[src/rtl/mf_pkg.sv]
// Shared constants and width helpers for the streaming median filter.
// slot_t is declared locally from these helpers, since packages cannot take DATA_W.
package mf_pkg;

  localparam int WIN_MAX = 9;

  function automatic int age_w(input int win);
    return (win > 2) ? $clog2(win) : 1;
  endfunction

  // Packed slot layout, MSB first: {occupied, age[age_w-1:0], value[data_w-1:0]}
  function automatic int slot_w(input int data_w, input int win);
    return 1 + age_w(win) + data_w;
  endfunction

endpackage

[src/rtl/median_sort_slot.sv]
// One position of the sorted window: chooses its next occupant from itself,
// its neighbours or the incoming sample, so the array stays sorted after each accept.
module median_sort_slot
  import mf_pkg::*;
#(
  parameter int DATA_W = 4,
  parameter int WIN    = 3,
  parameter int IDX    = 0,
  localparam int AGE_W = age_w(WIN),
  localparam int CNT_W = $clog2(WIN + 1),
  localparam int SW    = slot_w(DATA_W, WIN)
) (
  input  logic [SW-1:0]     below,
  input  logic [SW-1:0]     cur,
  input  logic [SW-1:0]     above,
  input  logic              below_rmb,
  input  logic              cur_rmb,
  input  logic              above_rmb,
  input  logic [DATA_W-1:0] sample,
  input  logic [AGE_W-1:0]  evict_age,
  input  logic              insert,
  input  logic              remove,
  input  logic [CNT_W-1:0]  ins_pos,
  output logic [SW-1:0]     nxt_slot
);

  typedef struct packed {
    logic              occupied;
    logic [AGE_W-1:0]  age;
    logic [DATA_W-1:0] value;
  } slot_t;

  slot_t b, c, a, n;
  logic  le_b, le_c, le_a;
  logic  hit_b, hit_c, hit_a;

  assign b = below;
  assign c = cur;
  assign a = above;

  // le: entry sorts at or below the sample (ties keep older entries lower).
  assign le_b  = b.occupied && (b.value <= sample);
  assign le_c  = c.occupied && (c.value <= sample);
  assign le_a  = a.occupied && (a.value <= sample);
  assign hit_b = remove && b.occupied && (b.age == evict_age);
  assign hit_c = remove && c.occupied && (c.age == evict_age);
  assign hit_a = remove && a.occupied && (a.age == evict_age);

  // An entry moves down one when an eviction sits below it and it stays below the
  // new sample, moves up one when neither holds, and otherwise keeps its place.
  always_comb begin
    n = '0;
    if (!insert) begin
      n = c;
    end else if (ins_pos == CNT_W'(IDX)) begin
      n.occupied = 1'b1;
      n.age      = '0;
      n.value    = sample;
    end else if (a.occupied && !hit_a && above_rmb && le_a) begin
      n     = a;
      n.age = a.age + 1'b1;
    end else if (b.occupied && !hit_b && !below_rmb && !le_b) begin
      n     = b;
      n.age = b.age + 1'b1;
    end else if (c.occupied && !hit_c && (cur_rmb ^ le_c)) begin
      n     = c;
      n.age = c.age + 1'b1;
    end
  end

  assign nxt_slot = n;

endmodule

[src/rtl/median_filter_stream.sv]
// Streaming sliding-window median filter with valid/ready handshake and a single
// output register; the window is an age-tagged array kept sorted by value.
module median_filter_stream
  import mf_pkg::*;
#(
  parameter int DATA_W = 4,
  parameter int WIN    = 3,
  parameter int CNT_W  = $clog2(WIN + 1)
) (
  input  logic              clk,
  input  logic              rst,
  input  logic              flush,
  input  logic              in_valid,
  output logic              in_ready,
  input  logic [DATA_W-1:0] in_data,
  output logic              out_valid,
  input  logic              out_ready,
  output logic [DATA_W-1:0] out_median,
  output logic              win_full
);

  if (WIN < 3 || WIN > WIN_MAX || (WIN % 2) == 0 || CNT_W != $clog2(WIN + 1)) begin : g_bad_cfg
    $error("median_filter_stream: WIN must be odd in 3..%0d with derived CNT_W", WIN_MAX);
  end

  localparam int AGE_W = age_w(WIN);
  localparam int MID   = WIN / 2;
  localparam logic [AGE_W-1:0] EVICT_AGE = AGE_W'(WIN - 1);
  localparam logic [CNT_W-1:0] WIN_CNT   = CNT_W'(WIN);
  localparam logic [CNT_W-1:0] LAST_FILL = CNT_W'(WIN - 1);

  typedef struct packed {
    logic              occupied;
    logic [AGE_W-1:0]  age;
    logic [DATA_W-1:0] value;
  } slot_t;

  slot_t            slots    [WIN];
  slot_t            slot_nxt [WIN];
  slot_t            pad      [WIN+2];
  logic [WIN+1:0]   rmb_pad;
  logic [CNT_W-1:0] count;
  logic [CNT_W-1:0] ins_pos;
  logic             full;
  logic             accept;
  logic             fills;

  assign full     = (count == WIN_CNT);
  assign win_full = full;
  assign in_ready = !out_valid || out_ready;
  assign accept   = in_valid && in_ready;
  assign fills    = full || (count == LAST_FILL);

  // Padded neighbour view plus "eviction below" prefix; the insert position is the
  // number of surviving entries that sort at or below the sample.
  always_comb begin
    logic             seen;
    logic             hit_le;
    logic [CNT_W-1:0] le_cnt;
    seen       = 1'b0;
    hit_le     = 1'b0;
    le_cnt     = '0;
    rmb_pad    = '0;
    pad[0]     = '0;
    pad[WIN+1] = '0;
    for (int unsigned i = 0; i < WIN; i++) begin
      pad[i+1]     = slots[i];
      rmb_pad[i+1] = seen;
      if (slots[i].occupied && (slots[i].value <= in_data)) begin
        le_cnt = le_cnt + 1'b1;
        if (full && (slots[i].age == EVICT_AGE)) hit_le = 1'b1;
      end
      if (full && slots[i].occupied && (slots[i].age == EVICT_AGE)) seen = 1'b1;
    end
    ins_pos = le_cnt - CNT_W'(hit_le);
  end

  for (genvar i = 0; i < WIN; i++) begin : g_slot
    median_sort_slot #(
      .DATA_W (DATA_W),
      .WIN    (WIN),
      .IDX    (i)
    ) u_slot (
      .below     (pad[i]),
      .cur       (pad[i+1]),
      .above     (pad[i+2]),
      .below_rmb (rmb_pad[i]),
      .cur_rmb   (rmb_pad[i+1]),
      .above_rmb (rmb_pad[i+2]),
      .sample    (in_data),
      .evict_age (EVICT_AGE),
      .insert    (accept),
      .remove    (full),
      .ins_pos   (ins_pos),
      .nxt_slot  (slot_nxt[i])
    );
  end

  always_ff @(posedge clk) begin
    if (rst || flush) begin
      for (int unsigned i = 0; i < WIN; i++) slots[i] <= '0;
      count     <= '0;
      out_valid <= 1'b0;
      if (rst) out_median <= '0;
    end else if (accept) begin
      for (int unsigned i = 0; i < WIN; i++) slots[i] <= slot_nxt[i];
      if (!full) count <= count + 1'b1;
      out_valid <= fills;
      if (fills) out_median <= slot_nxt[MID].value;
    end else if (out_ready) begin
      out_valid <= 1'b0;
    end
  end

endmodule

[config.mk]
export PLATFORM = sky130hd
export DESIGN_NAME = median_filter_stream
export DESIGN_NICKNAME = d
export VERILOG_FILES = /design/src/rtl/mf_pkg.sv /design/src/rtl/median_sort_slot.sv /design/src/rtl/median_filter_stream.sv
export SDC_FILE = /design/constraint.sdc
export NUM_CORES = 1
export LEC_CHECK = 0
export BUFFER_PORTS_ARGS = -buffer_cell sky130_fd_sc_hd__buf_4
export CAP_MARGIN = 0
export CORE_UTILIZATION = 55
export DETAILED_ROUTE_END_ITERATION = 6
export GPL_TIMING_DRIVEN = 0
export PLACE_DENSITY = 0.7
export SLEW_MARGIN = 20
export SYNTH_ARGS = -nofsm -noshare
export SYNTH_HDL_FRONTEND = slang
export SYNTH_HIERARCHICAL = 1
export SYNTH_SLANG_ARGS = --single-unit
[constraint.sdc]
create_clock -name clk -period 5.3 [get_ports clk]
set_input_delay 0.53 -clock clk [delete_from_list [all_inputs] [get_ports clk]]
set_output_delay 0.53 -clock clk [all_outputs]
set_load 0.03 [all_outputs]
==> flow_metrics.env, run 1 <==
export IMPL_synth_distinct_cells=56
export IMPL_drive_gt1_share_pct=7.94
export IMPL_ant_nets=0
export IMPL_yosysTopAreaCell="edfxtp_1"
export IMPL_synth_top_family_by_area="simple AND/OR/NAND/NOR gates"
export IMPL_coreArea_um2=6420
export IMPL_finalHoldViolations=0
export IMPL_hold_slack_ns=0.468
export IMPL_synth_top_cell_area_share_pct=20.3
export IMPL_die_x_um=84.1
export IMPL_drcViolationCount=0
export IMPL_setup_viol=0
export IMPL_cp_end_kind="register"
export IMPL_syn_area_per_cell_um2=8.76
export IMPL_syn_inst=423
export IMPL_timing_fmax_mhz=221
export IMPL_post_cts_buffers=0
export IMPL_hold_path_class="in2reg"
export IMPL_maxSlewHeadroom_pct=39.4
export IMPL_ir_drop_v=0.000147
export IMPL_cp_data_required_time_ns=5.45
export IMPL_ctsResizeCount=0
export IMPL_cts_path_max_buffers=2
export IMPL_io_buffers=15
export IMPL_grt_ovfl_total=0
export IMPL_worst_path_dominant_cell_family="compound AO/OA/AOI/OAI gates"
export IMPL_p_per_area_nw_per_um2=158
export IMPL_grt_setup_unrepaired="false"
export IMPL_start_kind="register"
export IMPL_grt_first_pass_wirelength_um=15700
export IMPL_synth_compound_area_share_pct=19.2
export IMPL_avgViaCountPerCell=5.82
export IMPL_first_pass_iters=5
export IMPL_tns_ns=0
export IMPL_fp_dieArea_um2=7070
export IMPL_cts_clk_slew_worst_paths_ns=0.09
export IMPL_start_util_pct=57.7
export IMPL_routed_wl_um=9240
export IMPL_fin_nets=554
export IMPL_ys_ff_latch=28
export IMPL_p_leak_nw=1.80
export IMPL_cp_cell_sequence="ha_1 > a21oi_1 > nor2b_1 > o31ai_1 > and2_1 > ha_1 > xor2_1 > ha_1 > and2_1 > o2111ai_1 > nand2b_1 > inv_1 > o21ai_0 > or3_1 > a2111oi_0 > a221oi_1 > o21ai_0 > and2_1"
export IMPL_wl_met3_um=571
export IMPL_dp_hpwl_um=6910
export IMPL_async_reset_ff_share_pct=0
export IMPL_area_growth_pct=11.8
export IMPL_rows=29
export IMPL_post_route_min_period_ns=4.52
export IMPL_ys_flop_type="edfxtp_1"
export IMPL_die_h_um=84.1
export IMPL_ios=16
export IMPL_synth_edf_count=25
export IMPL_cts_sinks=28
export IMPL_seq_area_frac_synth_pct=21.9
export IMPL_hold_buffers=0
export IMPL_max_stage_delay_ns=0.61
export IMPL_crit_slowest_cell="edfxtp_1"
export IMPL_slew_viol_final=0
export IMPL_synth_most_common_cell="ha_1"
export IMPL_path_max_fanout=8
export IMPL_cts_tree="built"
export IMPL_cts_root_buf="clkbuf_8"
export IMPL_ys_top_cells_by_count="ha_1, inv_1, nand2_1"
export IMPL_worstSetupPathType="reg2reg"
export IMPL_antenna_found_initial=0
export IMPL_ys_top_cells_by_area="edfxtp_1, ha_1, xnor2_1, and2_1, inv_1"
export IMPL_wl_met2_um=4230
export IMPL_gp_congestion=0.867
export IMPL_gr_usage_all_layers_pct=27.9
export IMPL_netlist_area_um2=3710
export IMPL_grt_start_max_net_pins=22
export IMPL_met1Wirelength_um=4320
export IMPL_status="complete, no violations"
export IMPL_grt_pass1_vias=3169
export IMPL_cts_max_level=1
export IMPL_yosys_area_share_simple_pct=24.6
export IMPL_n_fill_cell=570
export IMPL_synthXorXnorAreaFrac_pct=6.85
export IMPL_yosys_warnings=6
export IMPL_cp_num_buf_inv=1
export IMPL_period_share_pct=85.3
export IMPL_worstMarginPinSlew_ns=0.907
export IMPL_insertion_delay_ns=0.27
export IMPL_skew_ns=0.00135
export IMPL_timing_max_cap_violations=0
export IMPL_muxShareOfSynthArea_pct=3.71
export IMPL_cts_made_buffers=3
export IMPL_n_antenna_cell=0
export IMPL_wl_per_cell_um=16.3
export IMPL_first_iter_violations=179
export IMPL_synth_fa_ha_area_share_pct=17.9
export IMPL_arrival_ns=4.67
export IMPL_num_vias=3307
export IMPL_top_layer_used="met4"
[power breakdown]
group	internal (mW)	switching, mW	total [mW]	leakage (nW)
Combinational	0.113	0.142	0.255	1.47
Clock	0.0520	0.0633	0.115	0.0231
Sequential	0.254	0.0294	0.284	0.310
Total	0.419	0.235	0.654	1.80
[flip-flops by register name, summed over array words and instances, names as in the netlist]
signal and cells:
slots 21, out_valid 1, out_median 4, count 2
[per-stage QoR]
| stage | util (%) | power [mW] | cells | cell area (um2) | worst slack [ns] |
|---|---|---|---|---|---|
| after global routing | 64.5 | 0.703 | 568 | 4140 | 0.472 |
| after global placement | 63.8 | 0.529 | 564 | 4100 | 0.788 |
| after CTS | 64.5 | 0.653 | 568 | 4140 | 0.813 |
| final | 64.5 | 0.654 | 568 | 4140 | 0.778 |
| after floorplan | - | 0.469 | 472 | 3890 | 1.49 |
| after detailed placement | 63.8 | 0.537 | 564 | 4100 | 0.672 |
[area by class of cell]
cell class | count | area (um2) | area share (%)
clock inverter | 1 | 3.75 | 0.0906
tap | 77 | 96.3 | 2.32
timing repair buffer | 15 | 113 | 2.72
buffer | 9 | 56.3 | 1.36
inverter | 40 | 150 | 3.62
multi-input combinational | 395 | 2870 | 69.3
clock buffer | 3 | 41.3 | 0.996
sequential | 28 | 811 | 19.6
[path summary, 6_finish.rpt]
check | startpoint | endpoint | slack, ns | cells after the start
hold reg to reg | count[1] | count[1] | 0.55 | 2
hold / removal | rst | count[1] | 0.47 | 2
setup / recovery | slots[0][9] | slots[0][19] | 0.78 | 18
setup reg to reg | slots[0][9] | slots[0][19] | 0.78 | 18
[metal layers]
layer  global-route usage (%)  vias up
met2                     47.5       99
met4                     6.58        0
met1                     37.6     1537
met3                     3.56       13
met5                        0        -
li1                         -     1658
[layout by cell type, fill, tap and decap left out, drive strengths merged, types with 3 or more instances in the layout]
cell / n
o211ai: 12
nand4: 6
nor2b: 17
a32o: 3
nor3: 5
clkbuf: 6
a31oi: 8
inv: 40
a2111oi: 3
mux2: 3
and2: 28
nor2: 12
o221ai: 11
nand3b: 6
conb: 51
xnor2: 25
edfxtp: 25
mux2i: 10
or3: 6
buf: 21
nand3: 11
dfxtp: 3
a21oi: 18
nand4b: 5
o311a: 13
nand2b: 7
and4: 3
ha: 53
nand2: 39
and3: 7
xor2: 4
o21ai: 12
[cells by family (layout without fill, tap and decap cells)]
group,Yosys count,after routing
buffers and inverters,49,68
multiplexers,13,13
AO/OA/AOI/OAI,94,94
flip-flops,28,28
other,2,51
AND/OR/NAND/NOR,155,155
adder cells (fa/ha/maj),53,53
XOR/XNOR,29,29
Power figures use the tool's default switching activity.
==> run 2, diff against run 1 <==
Settings changed: ABC_AREA set to 1, CORE_ASPECT_RATIO set to 0.5.
==> flow_metrics.env, run 2 <==
export IMPL_n_fill_cell=754
export IMPL_cts_tree="built"
export IMPL_grt_use_met2_pct=43.1
export IMPL_period_share_pct=65.9
export IMPL_worstMarginPinSlew_ns=0.989
export IMPL_ios=16
export IMPL_dp_hpwl_um=7650
export IMPL_first_iter_violations=157
export IMPL_avgViaCountPerCell=4.54
export IMPL_cp_end_kind="register"
export IMPL_setup_viol=0
export IMPL_ctsResizeCount=0
export IMPL_start_kind="register"
export IMPL_netlist_area_um2=4360
export IMPL_routed_wl_um=9790
export IMPL_die_h_um=65.0
export IMPL_synth_top_family_by_area="simple AND/OR/NAND/NOR gates"
export IMPL_ys_top_cells_by_count="nand2_1, inv_1, nor2_1"
export IMPL_crit_top_cell="nand2_1"
export IMPL_start_util_pct=58.3
export IMPL_max_stage_delay_ns=0.59
export IMPL_hold_depth=2
export IMPL_ys_flop_type="edfxtp_1"
export IMPL_grtUsageMet3_pct=3.72
export IMPL_rows=22
export IMPL_final_cell_mix="nand2_1, inv_1, nor2_1, conb_1, ha_1"
export IMPL_cp_cell_sequence="ha_1 > nand2_1 > o21ai_0 > o22ai_1 > nand2_1 > inv_1 > ha_1 > xor2_1 > ha_1 > inv_1 > nand3_1 > nand2_1 > nor2_1 > nor2_1 > nand2_1 > nor2_1 > a21oi_1 > inv_1 > nor2_4"
export IMPL_first_pass_iters=4
export IMPL_final_common_cell="nand2_1"
export IMPL_yosysTopAreaCell="nand2_1"
export IMPL_top_register="slots"
export IMPL_n_antenna_cell=0
export IMPL_yosys_warnings=6
export IMPL_timing_fmax_mhz=286
export IMPL_cts_path_max_buffers=2
export IMPL_holdPathEnd="count[0]"
export IMPL_r2r_cells=19
export IMPL_fin_util_pct=65.6
export IMPL_grt_first_pass_wirelength_um=16700
export IMPL_drcViolationCount=0
export IMPL_cts_root_buf="clkbuf_16"
export IMPL_syn_area_per_cell_um2=6.12
export IMPL_timing_max_cap_violations=0
export IMPL_largest_register_ffs=21
export IMPL_reg2reg_slack_ns=1.81
export IMPL_cts_made_buffers=3
export IMPL_seq_power_share_pct=35.6
export IMPL_r2r_end="slots[0][13]"
export IMPL_worstSetupPathType="reg2reg"
export IMPL_gr_usage_all_layers_pct=25.7
export IMPL_post_cts_buffers=0
export IMPL_wl_per_cell_um=11.0
export IMPL_path_max_fanout=8
export IMPL_cts_clk_slew_worst_paths_ns=0.07
export IMPL_pwr_share_clk_pct=30.3
export IMPL_ant_nets=0
export IMPL_synth_most_common_cell="nand2_1"
export IMPL_syn_inst=713
export IMPL_slew_viol_final=0
export IMPL_synth_top_cell_area_share_pct=18.4
export IMPL_worstHoldStart="count[0]"
export IMPL_use_met1_pct=36.5
export IMPL_ys_top_cells_by_area="nand2_1, edfxtp_1, ha_1, inv_1, nor2_1"
export IMPL_hold_buffers=0
export IMPL_hold_path_class="reg2reg"
export IMPL_synth_distinct_cells=34
export IMPL_finalHoldViolations=0
export IMPL_antenna_found_initial=0
export IMPL_drive_gt1_share_pct=9.30
export IMPL_cts_max_level=1
export IMPL_grt_busiest_layer="met2"
export IMPL_insertion_delay_ns=0.27
export IMPL_num_vias=4053
export IMPL_cts_sinks=28
export IMPL_grt_pass1_vias=3547
export IMPL_io_buffers=15
export IMPL_skew_ns=0.00255
export IMPL_grt_ovfl_total=0
export IMPL_muxShareOfSynthArea_pct=0
export IMPL_synthXorXnorAreaFrac_pct=2.01
export IMPL_grt_start_max_net_pins=22
export IMPL_status="complete, no violations"
export IMPL_p_per_area_nw_per_um2=157
export IMPL_async_reset_ff_share_pct=0
export IMPL_maxSlewHeadroom_pct=33.9
export IMPL_seq_area_frac_synth_pct=18.6
export IMPL_yosys_area_share_simple_pct=38.0
export IMPL_tns_ns=0
export IMPL_synth_compound_area_share_pct=8.35
export IMPL_fin_nets=848
export IMPL_r2r_start="slots[0][10]"
export IMPL_ys_ff_latch=28
export IMPL_area_growth_pct=12.6
export IMPL_fp_dieArea_um2=8310
export IMPL_intPower_mw=0.496
export IMPL_cp_num_cells=19
export IMPL_gp_congestion=0.849
export IMPL_p_switching_mw=0.276
export IMPL_swShare_pct=35.7
export IMPL_crit_slowest_cell="edfxtp_1"
export IMPL_p_comb_share_pct=34.1
export IMPL_synth_fa_ha_area_share_pct=15.2
export IMPL_cp_num_buf_inv=3
export IMPL_arrival_ns=3.53
export IMPL_die_x_um=128
export IMPL_p_leak_nw=2.75
export IMPL_synth_edf_count=25
export IMPL_post_route_min_period_ns=3.49
export IMPL_worst_path_dominant_cell_family="simple AND/OR/NAND/NOR gates"
export IMPL_coreArea_um2=7490
export IMPL_top_regs="slots (21), out_median (4), count (2)"
export IMPL_ir_drop_v=0.000109
export IMPL_grt_setup_unrepaired="false"
export IMPL_cp_data_required_time_ns=5.33
==> run 2: cell types whose count changed after synthesis, sizes merged, moves of 8 or more <==
| cell | previous run | this run |
|---|---|---|
| a21oi | 18 | 40 |
| a31oi | 8 | 0 |
| and2 | 28 | 0 |
| inv | 40 | 176 |
| mux2i | 10 | 0 |
| nand2 | 39 | 219 |
| nand3 | 11 | 43 |
| nor2 | 12 | 89 |
| nor2b | 17 | 0 |
| o211ai | 12 | 0 |
| o221ai | 11 | 0 |
| o311a | 13 | 0 |
| xnor2 | 25 | 6 |
==> run 2: cell families (layout without fill, tap and decap cells) <==
family                     count (synthesis)  in the layout
xor gates and xnor gates                  10             10
AOI/OAI and AO/OA                         66             66
DFF                                       28             28
and+or+nand+nor                          367            367
buffers and inverters                    187            206
adders and majority gates                 53             53
other                                      2             55
==> run 2: metrics by stage <==
stage	setup WS, ns	hold slack (ns)	cells	instance area (um2)	total power, mW
6_report	1.81	0.500	893	4910	0.772
5_1_grt	1.44	0.531	893	4910	0.834
4_1_cts	1.83	0.505	893	4910	0.774
3_5_place_dp	1.76	0.494	889	4810	0.538
3_3_place_gp	1.79	0.493	889	4810	0.532
2_1_floorplan	2.24	0.468	766	4560	0.479
==> run 2: routing by layer <==
metal	up-vias	part of all wire, %
li1	2253	-
met4	0	0.11
met5	-	0
met1	1737	51
met2	61	43
met3	2	5.6
==> run 2: worst max path at each step <==
stage	startpoint	endpoint
after floorplan	in_data[3]	slots[0][13]
after global placement	in_data[1]	slots[0][13]
after detailed placement	in_data[3]	slots[0][18]
after CTS	slots[0][10]	slots[0][18]
after global routing	slots[0][10]	slots[0][20]
final	slots[0][10]	slots[0][13]
==> run 2: tightest hold or removal path: stages, from the launching register on <==
cell and delay [ns]:
dfxtp_1 0.32, inv_1 0.08, a21oi_1 0.06
==> run 2: cell type report <==
class                      instances  area [um2]  area share [%]
sequential                        28         811            16.5
buffer                            11         108            2.19
inverter                         176         666            13.5
timing repair buffer              15         113            2.29
multi-input combinational        551        2980            60.6
tap                              108         135            2.75
clock inverter                     1        30.0           0.611
clock buffer                       3        75.1            1.53
==> run 2: power by group through the flow <==
| stage | clock network, mW | logic, mW | registers (mW) |
|---|---|---|---|
| floorplan | 0 | 0.205 | 0.274 |
| global placement | 0 | 0.253 | 0.280 |
| detailed placement | 0 | 0.258 | 0.280 |
| CTS | 0.240 | 0.259 | 0.275 |
| global route | 0.250 | 0.307 | 0.277 |
| finish | 0.234 | 0.263 | 0.275 |
